===== config.mk =====
export PLATFORM = sky130hd
export DESIGN_NAME = gray_code_engine
export DESIGN_NICKNAME = d
export VERILOG_FILES = /design/src/rtl/gray_code_pkg.sv /design/src/rtl/gray_code_engine_conv.sv /design/src/rtl/gray_code_engine.sv
export SDC_FILE = /design/constraint.sdc
export NUM_CORES = 1
export LEC_CHECK = 0
export ABC_AREA = 0
export ABC_CLOCK_PERIOD_IN_PS = 2250
export CAP_MARGIN = 25
export CORE_AREA = 2 2 56 58
export DETAILED_ROUTE_END_ITERATION = 6
export DIE_AREA = 0 0 58 60
export RECOVER_POWER = 100
export SETUP_SLACK_MARGIN = 0.05
export SLEW_MARGIN = 20
export SYNTH_ARGS = -nofsm -noshare
export SYNTH_HDL_FRONTEND = slang
export SYNTH_HIERARCHICAL = 1
export SYNTH_SLANG_ARGS = --single-unit

===== constraint.sdc =====
create_clock -name clk -period 2.25 [get_ports clk]
set_input_delay 0.3375 -clock clk [delete_from_list [all_inputs] [get_ports clk]]
set_output_delay 0.3375 -clock clk [all_outputs]
set_load 0.01 [all_outputs]

===== src/rtl/gray_code_pkg.sv =====
// Shared Gray-code helpers and converter mode encodings.
// The helpers run at a fixed 32-bit width and mask the operand down to the requested width.
package gray_code_pkg;

    localparam logic CONV_B2G = 1'b0;
    localparam logic CONV_G2B = 1'b1;
    localparam int unsigned MAX_W = 32;

    function automatic logic [MAX_W-1:0] width_mask(input int unsigned w);
        if (w >= MAX_W)
            return '1;
        return (32'd1 << w) - 32'd1;
    endfunction

    // Bits above w are cleared first, so the top active bit passes through unchanged.
    function automatic logic [MAX_W-1:0] bin2gray(input logic [MAX_W-1:0] b, input int unsigned w);
        logic [MAX_W-1:0] bm;
        logic [MAX_W-1:0] g;
        bm = b & width_mask(w);
        for (int i = 0; i < MAX_W - 1; i++)
            g[i] = bm[i] ^ bm[i+1];
        g[MAX_W-1] = bm[MAX_W-1];
        return g;
    endfunction

    function automatic logic [MAX_W-1:0] gray2bin(input logic [MAX_W-1:0] g, input int unsigned w);
        logic [MAX_W-1:0] gm;
        logic [MAX_W-1:0] b;
        gm = g & width_mask(w);
        b[MAX_W-1] = gm[MAX_W-1];
        for (int i = MAX_W - 2; i >= 0; i--)
            b[i] = b[i+1] ^ gm[i];
        return b;
    endfunction

endpackage


===== src/rtl/gray_code_engine_conv.sv =====
// Registered binary<->Gray converter.
// The valid bit follows the input every cycle; the data register loads only on a qualified input.
module gray_conv_stage
    import gray_code_pkg::*;
#(
    parameter int WIDTH = 4
) (
    input  logic             clk,
    input  logic             rst,
    input  logic             valid_in,
    input  logic             mode,
    input  logic [WIDTH-1:0] data_in,
    output logic             valid_out,
    output logic [WIDTH-1:0] data_out
);

    logic             vld_q;
    logic [WIDTH-1:0] data_q;
    logic [WIDTH-1:0] data_d;

    always_comb begin
        data_d = data_q;
        if (valid_in) begin
            if (mode == CONV_G2B)
                data_d = WIDTH'(gray2bin(32'(data_in), WIDTH));
            else
                data_d = WIDTH'(bin2gray(32'(data_in), WIDTH));
        end
    end

    always_ff @(posedge clk or posedge rst) begin
        if (rst) begin
            vld_q  <= 1'b0;
            data_q <= '0;
        end else begin
            vld_q  <= valid_in;
            data_q <= data_d;
        end
    end

    assign valid_out = vld_q;
    assign data_out  = data_q;

endmodule


===== src/rtl/gray_code_engine.sv =====
// Up/down binary counter with a Gray-coded copy registered on the same edge,
// alongside an independent one-cycle binary<->Gray converter.
module gray_code_engine
    import gray_code_pkg::*;
#(
    parameter int          WIDTH     = 4,
    parameter int unsigned RESET_VAL = 0
) (
    input  logic             clk,
    input  logic             rst,
    input  logic             cnt_en,
    input  logic             cnt_up,
    input  logic             cnt_load,
    input  logic [WIDTH-1:0] cnt_load_val,
    output logic [WIDTH-1:0] cnt_bin,
    output logic [WIDTH-1:0] cnt_gray,
    output logic             cnt_wrap,
    input  logic             conv_valid_in,
    input  logic             conv_mode,
    input  logic [WIDTH-1:0] conv_data_in,
    output logic             conv_valid_out,
    output logic [WIDTH-1:0] conv_data_out
);

    localparam logic [WIDTH-1:0] RST_BIN  = WIDTH'(RESET_VAL);
    localparam logic [WIDTH-1:0] RST_GRAY = WIDTH'(bin2gray(32'(RESET_VAL), WIDTH));
    localparam logic [WIDTH-1:0] ONE      = WIDTH'(1);

    logic [WIDTH-1:0] bin_q,  bin_d;
    logic [WIDTH-1:0] gray_q, gray_d;
    logic             wrap_q, wrap_d;

    // Gray is derived from the next binary value, so both registers always agree.
    always_comb begin
        bin_d  = bin_q;
        wrap_d = 1'b0;
        if (cnt_load) begin
            bin_d = cnt_load_val;
        end else if (cnt_en) begin
            if (cnt_up) begin
                bin_d  = bin_q + ONE;
                wrap_d = &bin_q;
            end else begin
                bin_d  = bin_q - ONE;
                wrap_d = ~|bin_q;
            end
        end
        gray_d = WIDTH'(bin2gray(32'(bin_d), WIDTH));
    end

    always_ff @(posedge clk or posedge rst) begin
        if (rst) begin
            bin_q  <= RST_BIN;
            gray_q <= RST_GRAY;
            wrap_q <= 1'b0;
        end else begin
            bin_q  <= bin_d;
            gray_q <= gray_d;
            wrap_q <= wrap_d;
        end
    end

    assign cnt_bin  = bin_q;
    assign cnt_gray = gray_q;
    assign cnt_wrap = wrap_q;

    gray_conv_stage #(.WIDTH(WIDTH)) u_conv (
        .clk       (clk),
        .rst       (rst),
        .valid_in  (conv_valid_in),
        .mode      (conv_mode),
        .data_in   (conv_data_in),
        .valid_out (conv_valid_out),
        .data_out  (conv_data_out)
    );

endmodule


==> After elaboration in Yosys (flattened, before gate mapping) <==
Index checks and enable logic that the tools add are counted.
{ "word_totals": {"ff_bits": 14} }
{ "op_classes": {"addsub": 2, "bitwise": 8, "muxes": 7, "reduce_logical": 3} }
{ "ops": {"columns": ["op", "count"], "rows": [
  ["$mux 4", 3],
  ["$xor 1x1->1", 8],
  ["$add 4x1->4 const B", 1],
  ["$reduce_and 4->1", 1],
  ["$reduce_or 4->1", 1],
  ["$sub 4x1->4 const B", 1],
  ["$mux 1", 3],
  ["$mux 2", 1],
  ["$logic_not 1->1", 1]
]} }

==> Longest topological paths before layout <==
Gate-level depths: netlist (run 1).
{ "depth": {"depth_word": 5, "ltp_mapped": 6, "ltp_nobuf": 6} }

==> Hierarchy <==
The synthesis (run 1) kept the hierarchy.
{ "by_module_without_submodules": {"columns": ["mod", "area_per_inst_um2", "seq_area_each_um2", "cells_per_inst", "instances"], "rows": [
  ["gray_code_engine", 456.7, 200.2, 43, 1],
  ["gray_conv_stage", 232.7, 125.1, 21, 1]
]} }

==> Least setup slack after synthesis (run 1) <==
Ideal clock, no wire load.
{ "synth_timing": {"kind": "register to register", "from": "reg bin_q[2], in the netlist cnt_bin[2]", "to": "reg gray_q[2], in the netlist cnt_gray[2]", "t_arrival_ns": 1.515, "setup_slack_ns": 0.603, "setup_time_ns": 0.132, "path_buffers": 0, "required_ns": 2.118, "synth_period_minus_slack_ns": 1.647, "stages_incl_launch_ff": 6, "path_cell_list": "dfrtp_1 ha_1 a21oi_1 a211oi_1 or3_4 xor2_1"} }
{ "synth_between": {"elab_chain_len": 5} }
{ "synth_rtl": {"columns": ["element", "line_no", "text"], "rows": [
  ["start: declaration", "gray_code_engine.sv:29", "logic [WIDTH-1:0] bin_q, bin_d;"],
  ["start signal: assignment", "gray_code_engine.sv:57", "bin_q <= bin_d;"],
  ["$sub 4x1->4 or $add 4x1->4 (tied branches)", "gray_code_engine.sv:44, gray_code_engine.sv:41", null],
  ["$mux 4 *", "gray_code_engine.sv:40", "if (cnt_up) begin"],
  ["$mux 4 *", "gray_code_engine.sv:39", "end else if (cnt_en) begin"],
  ["$mux 4 *", "gray_code_engine.sv:37", "if (cnt_load) begin"],
  ["named net bin_d[3]", "gray_code_engine.sv:29", null],
  ["$xor 1x1->1 *", "gray_code_pkg.sv:21", "g[i] = bm[i] ^ bm[i+1];"],
  ["named net gray_d[2]", "gray_code_engine.sv:30", "logic [WIDTH-1:0] gray_q, gray_d;"],
  ["end signal: assignment", "gray_code_engine.sv:58", "gray_q <= gray_d;"],
  ["end: declaration", "gray_code_engine.sv:30", null]
]} }
Mark *: on every way through the listed nets, which the timed path passes. The rest lies on a longest branch.
A chain may end at the register's enable or synchronous reset.

==> Worst setup path after layout (run 1) <==
{ "layout_timing": {"from": "in cnt_up", "to": "reg gray_q[2], in the netlist cnt_gray[2]"} }
{ "layout_between": {"elab_chain_len": 4} }
{ "layout_rtl": {"columns": ["element", "line_no", "text"], "rows": [
  ["start: declaration", "gray_code_engine.sv:12", "input logic cnt_up,"],
  ["$mux 4", "gray_code_engine.sv:40", null],
  ["$mux 4", "gray_code_engine.sv:39", null],
  ["$mux 4", "gray_code_engine.sv:37", null],
  ["named net bin_d[3]", "gray_code_engine.sv:29", null],
  ["$xor 1x1->1", "gray_code_pkg.sv:21", null],
  ["named net gray_d[2]", "gray_code_engine.sv:30", null]
]} }
The timed path passes the listed nets, and every way through them passes these cells.

==> results of run 1 <==
-- per-stage QoR --
stage / instances / hold WS (ps)
detailed placement: 125 / 486
global route: 129 / 444
floorplan: 64 / 116
CTS: 129 / 298
finish: 129 / 427
global placement: 125 / 475
-- area by class of cell --
| cell class | count | area (sq um) | share of cell area (%) |
|---|---|---|---|
| inverters | 6 | 22.5 | 2.17 |
| multi-input cells | 43 | 327 | 31.5 |
| flip-flops and latches | 13 | 325 | 31.4 |
| well taps | 33 | 41.3 | 3.98 |
| clock buffers | 4 | 26.3 | 2.53 |
| repair buffers | 30 | 295 | 28.5 |
-- cells in the final DEF, fill, tap and decap left out, types with 2 or more instances in the layout --
| cell type | instances |
|---|---|
| sky130_fd_sc_hd__clkbuf_4 | 3 |
| sky130_fd_sc_hd__nor2_1 | 5 |
| sky130_fd_sc_hd__a21oi_1 | 3 |
| sky130_fd_sc_hd__xor2_1 | 4 |
| sky130_fd_sc_hd__xnor2_1 | 6 |
| sky130_fd_sc_hd__nand2_1 | 4 |
| sky130_fd_sc_hd__mux2i_1 | 2 |
| sky130_fd_sc_hd__buf_4 | 2 |
| sky130_fd_sc_hd__ha_1 | 2 |
| sky130_fd_sc_hd__clkdlybuf4s50_1 | 9 |
| sky130_fd_sc_hd__inv_1 | 6 |
| sky130_fd_sc_hd__dlygate4sd3_1 | 19 |
| sky130_fd_sc_hd__mux2_2 | 2 |
| sky130_fd_sc_hd__dfrtp_1 | 13 |
-- worst max path at each step --
stage | from | endpoint | slack [ps] | depth (start not counted)
after floorplan | cnt_bin[2]$_DFF_PP0_ | cnt_gray[2]$_DFF_PP0_ | 600 | 5
after global placement | cnt_up | cnt_gray[2]$_DFF_PP0_ | 100 | 7
after detailed placement | cnt_up | cnt_gray[2]$_DFF_PP0_ | 60 | 7
after CTS | cnt_up | cnt_gray[2]$_DFF_PP0_ | 350 | 7
after global routing | cnt_up | cnt_gray[2]$_DFF_PP0_ | 130 | 7
final | cnt_up | cnt_gray[2]$_DFF_PP0_ | 270 | 7
-- power groups by stage --
stage / combinational, W / sequential (W) / clock (W)
floorplan: 0.000102 / 0.000323 / 0
global placement: 0.000252 / 0.000308 / 0
detailed placement: 0.000255 / 0.000310 / 0
CTS: 0.000257 / 0.000305 / 0.000144
global route: 0.000263 / 0.000309 / 0.000158
finish: 0.000234 / 0.000303 / 0.000139
-- per-layer routing --
metal | GRT usage, % | share of wire (%) | vias to the layer above
li1 | - | - | 279
met1 | 14.2 | 45 | 264
met2 | 16.2 | 46 | 23
met3 | 3.25 | 8.8 | 2
met4 | 4.98 | 0.52 | 0
met5 | 0 | 0 | -
-- worst register-to-register path, delay by kind of cell, from the launching register on --
| family | cells | cell delay (ps) |
|---|---|---|
| XOR/XNOR | 1 | 150 |
| adder cells (fa/ha/maj) | 1 | 330 |
| AO/OA/AOI/OAI | 2 | 280 |
| flip-flops | 1 | 430 |
| AND/OR/NAND/NOR | 1 | 390 |
-- cell families after synthesis --
group / Yosys count
simple gates: 16
fa+ha+maj: 3
buf+inv: 8
flops: 13
xor+xnor: 10
compound gates: 10
mux: 4
-- sequential cells by signal (all words and copies together) (netlist names) --
register,count
cnt_bin,4
cnt_wrap,1
cnt_gray,3
u_conv/valid_out,1
u_conv/data_out,4
==> results.md, run 1 <==
- Among cell families on the critical path, the largest total delay comes from buffers and inverters.
- The cell count after synthesis came out at 64.
- The area growth from synthesis to layout is 50.5%.
- The number of setup violations in the final report is 0.
- The type of origin of the critical path is an input port.
- The share of cell area taken by muxes after synthesis is 6.17%.
- The final critical path takes up 87.9% of the cycle.
- The routed via count is 568.
- The site row count is 20.
- In the post-route analysis, the smallest setup slack over all paths is 272 ps.
- Net switching is 30.0% of the power.
- The clock share of power is 20.6%.
- After Yosys synthesis, full adders, half adders and majority gates account for 6.53% of the synthesized area.
- STA classifies the critical path endpoint as a flop.
- The run finished with clean final reports.
- The average detailed-routed wire length per instance is 11.9 um.
- The number of hold violations in the final report is 0.
- The detailed router's first-iteration violation count is 11.
- After synthesis, the largest family of logic cells by area is simple AND/OR/NAND/NOR gates.
- In this run the remaining antenna-violating nets after routing total 0.
- Power spread over the standard cell area amounts to 651 nW/um^2.
- The number of H-tree branching levels is 1.
- The worst setup timing slack at the placement stage is 59.4 ps.
- For this design, the CTS-stage hold fixing added 0 buffers.
- TritonCTS built the clock tree.
- The number of antenna diodes in the final layout is 0.
- The chip width is 58 um.
- The number of max-capacitance violations reported is 0.
- For this run, asynchronously set or reset flops after synthesis account for 100%.
- After Yosys synthesis, and, or, nand and nor cells account for 12.7% of the synthesized area.
- The finished cells cover 1040 sq um.
- The via count of the first global-routing pass came to 587.
- By count the netlist is led by sky130_fd_sc_hd__dfrtp_1, sky130_fd_sc_hd__inv_1, sky130_fd_sc_hd__xnor2_1, sky130_fd_sc_hd__nor2_1.
- The die span in y is 60 um.
- For the worst flop-to-flop path, the logic depth is 5.
- The endpoint identified for the worst register-to-register timing path is cnt_gray[2]$_DFF_PP0_.
- Counting the fill cells in the layout gives 314.
- Once the clock tree was built, the resizer swapped 0 gates to a different size.
- After synthesis the cells add up to 689 sq um.
- For this design, the slowest cell found on the critical path is sky130_fd_sc_hd__dlygate4sd3_1.
- The xor/xnor share of the synthesized area is 12.7%.
- For flop-to-flop paths, the worst setup slack is 560 ps.
- Counting every net in the synthesized netlist gives 82.
- The die covers 3480 sq um.
- Per report_power, the combinational group accounts for 34.6% of the total.
- The data arrival at the endpoint of the critical path is 2130 ps.
- The share of total power dissipated in sequential elements is 44.8%.
- The number of synthesis warnings is 6.
- The pin count of the biggest net entering global routing is 9.
- Headroom to the max-slew limit came out at 79.9%.
- The wire length after detailed routing is 1540 um.
- By instance count, the leading cell after synthesis is sky130_fd_sc_hd__dfrtp_1.
- After routing, the total negative slack on setup checks comes to 0 ps.
- The number of max-slew violations in the final report was 0.
- The initial antenna violation count is 0.
- The number of enable-type register cells in the synthesized netlist is 0.
- The synthesized design spends more area on one cell type than any other, namely sky130_fd_sc_hd__dfrtp_1.
- The placed instances occupy a cell area of 1010 sq um.
- The average cell area after synthesis is 10.8 sq um.
- Of the cells placed in the final design, the portion with a size suffix greater than 1 is 8.33%.
- The first global-routing pass estimated 2800 um of wire.
- Along the worst path, the maximum fanout reaches 3.
- The net switching power is 0.000202 W.
- The clock transition at the registers of the reported paths is 80 ps.
- The vias per cell is 4.40.
- In this run the count of I/O pins placed on the die edge is 29.
- Summing the sequential cell areas from Yosys gives 47.2% of the chip area.
- In this run the worst hold path is classified as in2async.
- The first-pass iteration count of the detailed router is 4.
- The worst vdd rail ir drop is 0.000267 V.
- The clock sink total is 13.
- The total internal power is 0.000473 W.
- Timing would allow up to 506 MHz.
- The overflow left after global routing is 0.
- Setup repair after global routing left no endpoint under its margin.
- The minimum clock period after layout is 1980 ps.
- Between clock sinks in the finished design, the worst skew comes to 3.17 ps.
- The share of Yosys cell area claimed by the top area cell type is 47.2%.
- The highest cell delay on the worst timing path is 540 ps.
- After synthesis, the cell types taking the most area are sky130_fd_sc_hd__dfrtp_1, sky130_fd_sc_hd__xnor2_1, sky130_fd_sc_hd__xor2_1, sky130_fd_sc_hd__ha_1, sky130_fd_sc_hd__inv_1.
- After synthesis, the netlist uses 26 different library cells.
- In this run the static leakage power is 0.461 nW.
- The detailed-placement wirelength estimate is 1230 um.
- The reg-to-reg critical path startpoint is cnt_bin[2]$_DFF_PP0_.
- The starting density of the core is 23.7%.
- The synthesized-area fraction occupied by ao, oa, aoi and oai cells is 9.26%.
- After synthesis the netlist holds a flip-flop and latch count of 13.
- Across every metal layer, demand over resource in global routing totals 10.8%.
- Walking the worst path, the cells encountered are dlygate4sd3_1, inv_1, ha_1, a21oi_1, a211oi_1, or3_4, xor2_1.
- The clock latency at the later pin of the worst-skew pair is 270 ps.
- The region available for standard cell placement spans 2900 sq um.
- Routability-driven placement finished with a final weighted congestion of 0.794.
- The post-CTS setup repair buffer count is 0.
- The design draws 0.000675 W.
- For the pin with the worst max-slew slack, the measured transition is 298 ps.
- Input and output buffers added on the ports amount to 28.
- In the routed design, unresolved DRC markers number 0.
- Together, buffers and inverters on the worst path number 2.
- In this run the deepest clock path goes through 2 buffers.
- STA puts the critical path data required time at 2400 ps.
- The root cell of the clock tree is sky130_fd_sc_hd__clkbuf_4.
- The total CTS buffers is 3.
- Cells fill 35.7% of the core in the end.
- The critical path is of the in2reg type.
- The most common flop cell mapped by yosys is sky130_fd_sc_hd__dfrtp_1.
- The total number of nets in the final design is 115.
No activity file was read; power rests on OpenSTA's default activity.
==> run 2, diff against run 1 <==
- CAP_MARGIN: 25 -> default
- CORE_AREA: 2 2 56 58 -> 2 2 45 47
- DIE_AREA: 0 0 58 60 -> 0 0 47 49
- PLACE_DENSITY: default -> 0.73
==> run 2 against run 1 <==
- sequential share of layout area up 0.23 points
- register-to-register slack worse by 30 ps
- combinational power about the same
- design area down 0.72%
- critical endpoint unchanged
- critical path depth unchanged
- total power down 0.40%
- non-clock buffer count unchanged
- critical path type unchanged
- utilization up 20 points
- clock skew down 1.9 ps
- die area down 34%
==> results.md, run 2 (synthesis gave the netlist of run 1 again) <==
- The flow ran to the end, and the final reports show no timing, DRC or antenna violations.
- The pin count of the biggest net entering global routing is 9.
- Of the available clock period, the critical path in the final layout requires 88.2%.
- Grouping stages by cell kind, the critical path spends the most delay in buffers and inverters.
- The worst vdd rail ir drop is 0.000304 V.
- STA classifies the critical path endpoint as a flop.
- After floorplanning, the core was divided into 16 placement rows.
- Buffers placed on the I/O ports in this run total 28.
- The end of the worst register-to-register path is cnt_gray[2]$_DFF_PP0_.
- In the final routed layout, each cell accounts on average for 11.8 um.
- The vias per cell is 4.65.
- The number of hold buffers added after cts is 0.
- The detailed-placement wirelength estimate is 1200 um.
- Global routing consumed, over all layers together, 13.6% of the routing resources.
- After detailed routing, the number of remaining DRC violations is 0.
- The die span in y is 49 um.
- The clock drives 13 sinks.
- In this run, the number of DRC markers left after iteration 0 of detailed routing was 5.
- The weighted congestion at the end of routability-driven global placement is 0.786.
- Once the clock tree was built, the resizer swapped 0 gates to a different size.
- The data required time at the worst endpoint is 2400 ps.
- Hold timing on the final database bottoms out at a slack of 436 ps.
- The reg-to-reg critical path startpoint is cnt_bin[2]$_DFF_PP0_.
- Following the worst setup path forward leads to its endpoint at cnt_gray[2]$_DFF_PP0_.
- The slowest stage of the critical path belongs to the cell sky130_fd_sc_hd__dlygate4sd3_1.
- In the layout the commonest cells are sky130_fd_sc_hd__dlygate4sd3_1, sky130_fd_sc_hd__dfrtp_1, sky130_fd_sc_hd__clkdlybuf4s50_1.
- The uppermost layer routed is met4.
- Across the routed clock network, the largest skew measured is 1.22 ps.
- Summed over all cells, the static leakage comes to 0.461 nW.
- The routed via count is 572.
- Counting buffers and inverters, the worst setup path is 7 cells deep.
- During I/O placement, the number of pins put on the boundary was 29.
- The floorplan core area is 1840 sq um.
- The chip width is 47 um.
- Counting along the longest clock path gives a buffer depth of 2.
- After detailed routing, the met3 layer carries 119 um of wire.
- The total CTS buffers is 3.
- Setup repair after global routing left no endpoint under its margin.
- The number of fillers in the final layout is 185.
- The signal on the critical path passes through dlygate4sd3_1, inv_1, ha_1, a21oi_1, a211oi_1, or3_4, xor2_1.
- The cell area power density is 653 nW/um^2.
- The number of antenna diodes in the final layout is 0.
- The launch point of the critical path is cnt_up.
- The global-route wire length before repair is 2230 um.
- The worst setup path is launched from an input port.
- The kind of critical path is in2reg.
- The register area is 325 sq um.
- For this block, wires on met1 add up to 583 um.
- The clock latency at the later pin of the worst-skew pair is 270 ps.
- The number of max-capacitance violations reported is 0.
- At the pin with the least slew margin, the transition time is 332 ps.
- In this run the number of H-tree levels came out at 1.
- The area growth from synthesis to layout is 49.4%.
- After detailed routing, the met2 layer carries 733 um of wire.
- The cell count of the worst reg-to-reg path is 5.
- For the worst setup path, the data arrival time is 2130 ps.
- After routing, the total negative slack on setup checks comes to 0 ps.
- The number of buffer and inverter instances along the worst setup path is 2.
- The tree is rooted in a sky130_fd_sc_hd__clkbuf_4.
- Measured against its own limit, the worst slew margin works out to 77.6%.
- The highest cell delay on the worst timing path is 550 ps.
- The post-CTS setup repair buffer count is 0.
- Setup slack on the worst reg-to-reg path comes out at 530 ps.
- The initial utilization of the core area, before any placement, comes to 37.4%.
- Cells with a size suffix above 1 make up 8.33% of the layout.
- The path class of the lowest-slack min-delay path is in2async.
- The area taken by multi-input logic gates is 327 sq um.
- At the end of the flow, the number of nets in the layout was 115.
- The detail route stage leaves a number of antenna-violating nets equal to 0.
- The number of hold violations in the final report is 0.
- TritonCTS built the clock tree.
- The via count of the first global-routing pass came to 563.
- The most common cell after layout, fill and taps aside is sky130_fd_sc_hd__dlygate4sd3_1.
- Setup violations remaining at the end of the flow were counted as 0.
- The initial antenna violation count is 0.
- The die covers 2300 sq um.
- The first detailed-routing pass took 4 iterations.
- Along the worst path, the maximum fanout reaches 3.
- For this run the aggregate overflow at the end of global routing stands at 0.
- Summed over all layers, the routed wires come to 1450 um.
- The number of max-slew violations in the final report is 0.
- Static timing analysis puts the maximum clock frequency at 504 MHz.
- After clock tree synthesis, the clock-pin slew on the worst setup and hold paths is 70 ps.
- The minimum clock period after layout is 1990 ps.
run 2: metal layers:
metal  up-vias  GRT usage (%)
met2        28           26.0
met4         0           4.17
li1        282              -
met5         -              0
met1       260           13.1
met3         2           3.33
run 2: per-stage QoR:
stage / util (%) / setup WS (ps) / cell area [sq um] / total power (W) / cells
2_1_floorplan: - / 603 / 689 / 0.000425 / 64
4_1_cts: 55.9 / 333 / 1030 / 0.000703 / 123
3_3_place_gp: 54.5 / 95.6 / 1000 / 0.000557 / 119
5_1_grt: 55.9 / 145 / 1030 / 0.000719 / 123
6_report: 55.9 / 265 / 1030 / 0.000672 / 123
3_5_place_dp: 54.5 / 42.3 / 1000 / 0.000564 / 119
run 2: how the worst min path moves through the flow:
stage	from	cells past startpoint	endpoint
final	rst	2	u_conv/valid_out$_DFF_PP0_
after CTS	rst	2	u_conv/valid_out$_DFF_PP0_
after detailed placement	u_conv/data_out[1]$_DFFE_PP0P_	1	u_conv/data_out[1]$_DFFE_PP0P_
after global routing	rst	2	u_conv/valid_out$_DFF_PP0_
after floorplan	rst	1	u_conv/data_out[0]$_DFFE_PP0P_
after global placement	u_conv/data_out[3]$_DFFE_PP0P_	1	u_conv/data_out[3]$_DFFE_PP0P_
run 2: layout make-up:
| class | instances | share of cell area [%] |
|---|---|---|
| inverter | 6 | 2.19 |
| multi-input combinational | 43 | 31.7 |
| timing repair buffer | 30 | 28.7 |
| tap | 27 | 3.28 |
| sequential | 13 | 31.6 |
| clock buffer | 4 | 2.55 |
run 2: power by group:
group / switching [W] / total, W / leakage (nW) / internal [W]
clock network: 0.0000684 / 0.000137 / 0.0150 / 0.0000686
registers: 0.0000301 / 0.000303 / 0.156 / 0.000273
logic: 0.000101 / 0.000232 / 0.290 / 0.000131
total: 0.000200 / 0.000672 / 0.461 / 0.000473
==> run 3, diff against run 2 <==
- CELL_PAD_IN_SITES_DETAIL_PLACEMENT: default -> 0
- CELL_PAD_IN_SITES_GLOBAL_PLACEMENT: default -> 1
- CORE_AREA: 2 2 45 47 -> 2 2 51 53
- DIE_AREA: 0 0 47 49 -> 0 0 53 55
- PLACE_DENSITY: 0.73 -> default
- PLACE_DENSITY_LB_ADDON: default -> 0.1
==> run 3 against run 2 <==
- clock skew down 0.63 ps
- utilization shrank 12 points
- critical path depth unchanged
- clock power about the same
- critical path type unchanged
- highest routed layer is now met3
==> results.md, run 3 (synthesis gave the netlist of run 1 again) <==
- In this run the number of H-tree levels came out at 1.
- For the finished layout, the period the worst path requires is 1970 ps.
- The number of setup buffers added after CTS is 0.
- The detailed-placement wirelength estimate is 1140 um.
- The clock transition at the registers of the reported paths is 70 ps.
- The kind of critical path is in2reg.
- The number of hold buffers added after cts is 0.
- The cell area power density is 650 nW/um^2.
- The analysis attributes to cell leakage a power of 0.457 nW.
- The repair_antennas step left the layout with diodes totalling 0.
- Entering global routing, the biggest net connects 10 pins.
- The startpoint identified for the worst register-to-register timing path is cnt_bin[2]$_DFF_PP0_.
- Setup repair after global routing left no endpoint under its margin.
- The weighted congestion at the end of routability-driven global placement is 0.650.
- In this run the worst hold path is classified as in2async.
- The library cell used most frequently in the layout, excluding fill and tap cells, is sky130_fd_sc_hd__dlygate4sd3_1.
- The final layout contains 115 nets.
- The first global-routing pass estimated 2460 um of wire.
- The worst-case IR drop observed on VDD is 0.000385 V.
- In the finished design, the share of the clock period the worst path needs comes to 87.5%.
- The number of setup violations in the final report is 0.
- The full die area is 2920 sq um.
- The headroom to the max-slew limit is 77.4%.
- Across every metal layer, demand over resource in global routing totals 12.0%.
- For the pin with the worst max-slew slack, the measured transition is 339 ps.
- The maximum achievable frequency is 508 MHz.
- The via count of the first global-routing pass is 517.
- After clock tree synthesis, the repair step resized 0 gates.
- In this run, CTS created clock tree buffers numbering 3.
- The summed negative setup slack over all endpoints is 0 ps.
- The number of max-capacitance violations reported is 0.
- STA classifies the critical path startpoint as an input port.
- The run finished with clean final reports.
- OpenSTA, run right after detailed placement, puts the worst setup slack at 69.1 ps.
- The routed via count is 567.
- TritonCTS built the clock tree.
- The count of antenna-violating nets left after detailed routing is 0.
- The maximum net fanout on the critical path is 3.
- STA classifies the critical path endpoint as a flop.
- The floorplan has 18 rows.
- The average detailed-routed wire length per instance is 11.1 um.
- The detailed router's first-iteration violation count is 15.
- The overflow left after global routing is 0.
- For the worst setup path, the data required time is 2410 ps.
- After floorplanning, the core was sized to cover 2360 sq um.
- In this run the horizontal extent of the chip is 53 um.
- The worst-case clock skew is 0.590 ps.
- For this run, design rule violations remaining after detail routing come to 0.
- The clock latency at the later pin of the worst-skew pair is 270 ps.
- In this run the tool buffered the top-level ports with 28 buffer cells.
- Excluding fillers, the count of instances in the completed layout stands at 126.
- In the layout the commonest cells are sky130_fd_sc_hd__dlygate4sd3_1, sky130_fd_sc_hd__dfrtp_1, sky130_fd_sc_hd__clkdlybuf4s50_1.
- Across all setup checks in the final design, the least slack found is 282 ps.
- The number of hold violations in the final report is 0.
- The starting density of the core is 29.2%.
- At the worst endpoint, the arrival time is 2120 ps.
- The number of max-slew violations in the final report is 0.
- The floorplan step set the die height to 55 um.
- The clock sink total is 13.
- Counting along the longest clock path gives a buffer depth of 2.
- The launch point of the critical path is cnt_up.
- The initial antenna violation count came to 0.
- Dividing the detail-routed via count by the number of cells gives 4.50.
- The I/O pin total is 29.
- The wire length after detailed routing is 1400 um.
- The ratio of cells with drive above 1 in the final layout is 7.29%.
- Counting tap cells, the placed design contains a total of 122 instances.
- The synthesis-to-finish area growth is 49.4%.
- For this run, the detailed router's first-pass iteration total came to 4.
- The root cell of the clock tree is sky130_fd_sc_hd__clkbuf_4.
run 3: path summary, 6_finish.rpt:
kind | to | cells past startpoint | slack, ps
max in group asynchronous | cnt_bin[3]$_DFF_PP0_ | 2 | 1550
hold reg to reg | u_conv/data_out[0]$_DFFE_PP0P_ | 2 | 500
min in group clk | u_conv/data_out[0]$_DFFE_PP0P_ | 2 | 500
hold / removal | u_conv/data_out[1]$_DFFE_PP0P_ | 2 | 420
setup / recovery | cnt_gray[2]$_DFF_PP0_ | 7 | 280
setup reg to reg | cnt_gray[2]$_DFF_PP0_ | 5 | 560
run 3: routing by layer:
metal  vias up  GRT usage [%]  part of all wire (%)
met5         -              0                     0
met3         0           4.84                   5.9
li1        284              -                     -
met4         0           2.56                     0
met2        19           17.9                    49
met1       264           16.3                    45
run 3: layout make-up:
type                    instances  area [sq um]
fillers                       251          1340
multi-input cells              43           327
flip-flops and latches         13           325
repair buffers                 30           292
well taps                      30          37.5
clock buffers                   4          26.3
inverters                       6          22.5
run 3: critical path, stage by stage:
cell and delay, ps:
sky130_fd_sc_hd__dlygate4sd3_1 550, sky130_fd_sc_hd__inv_1 90, sky130_fd_sc_hd__ha_1 340, sky130_fd_sc_hd__a21oi_1 180, sky130_fd_sc_hd__a211oi_1 90, sky130_fd_sc_hd__or3_4 390
sky130_fd_sc_hd__xor2_1 140
run 3: through the flow:
stage | util [%] | total power, W | hold WS, ps | cell area, sq um
finish | 43.5 | 0.000670 | 421 | 1030
global route | 43.5 | 0.000726 | 436 | 1030
CTS | 43.7 | 0.000708 | 287 | 1030
detailed placement | 42.6 | 0.000563 | 485 | 1010
global placement | 42.6 | 0.000564 | 480 | 1010
floorplan | - | 0.000425 | 116 | 689
run 3: power by group:
part / switching (W) / internal (W) / leakage, nW
logic: 0.0000985 / 0.000131 / 0.287
registers: 0.0000290 / 0.000273 / 0.156
clock network: 0.0000702 / 0.0000686 / 0.0150
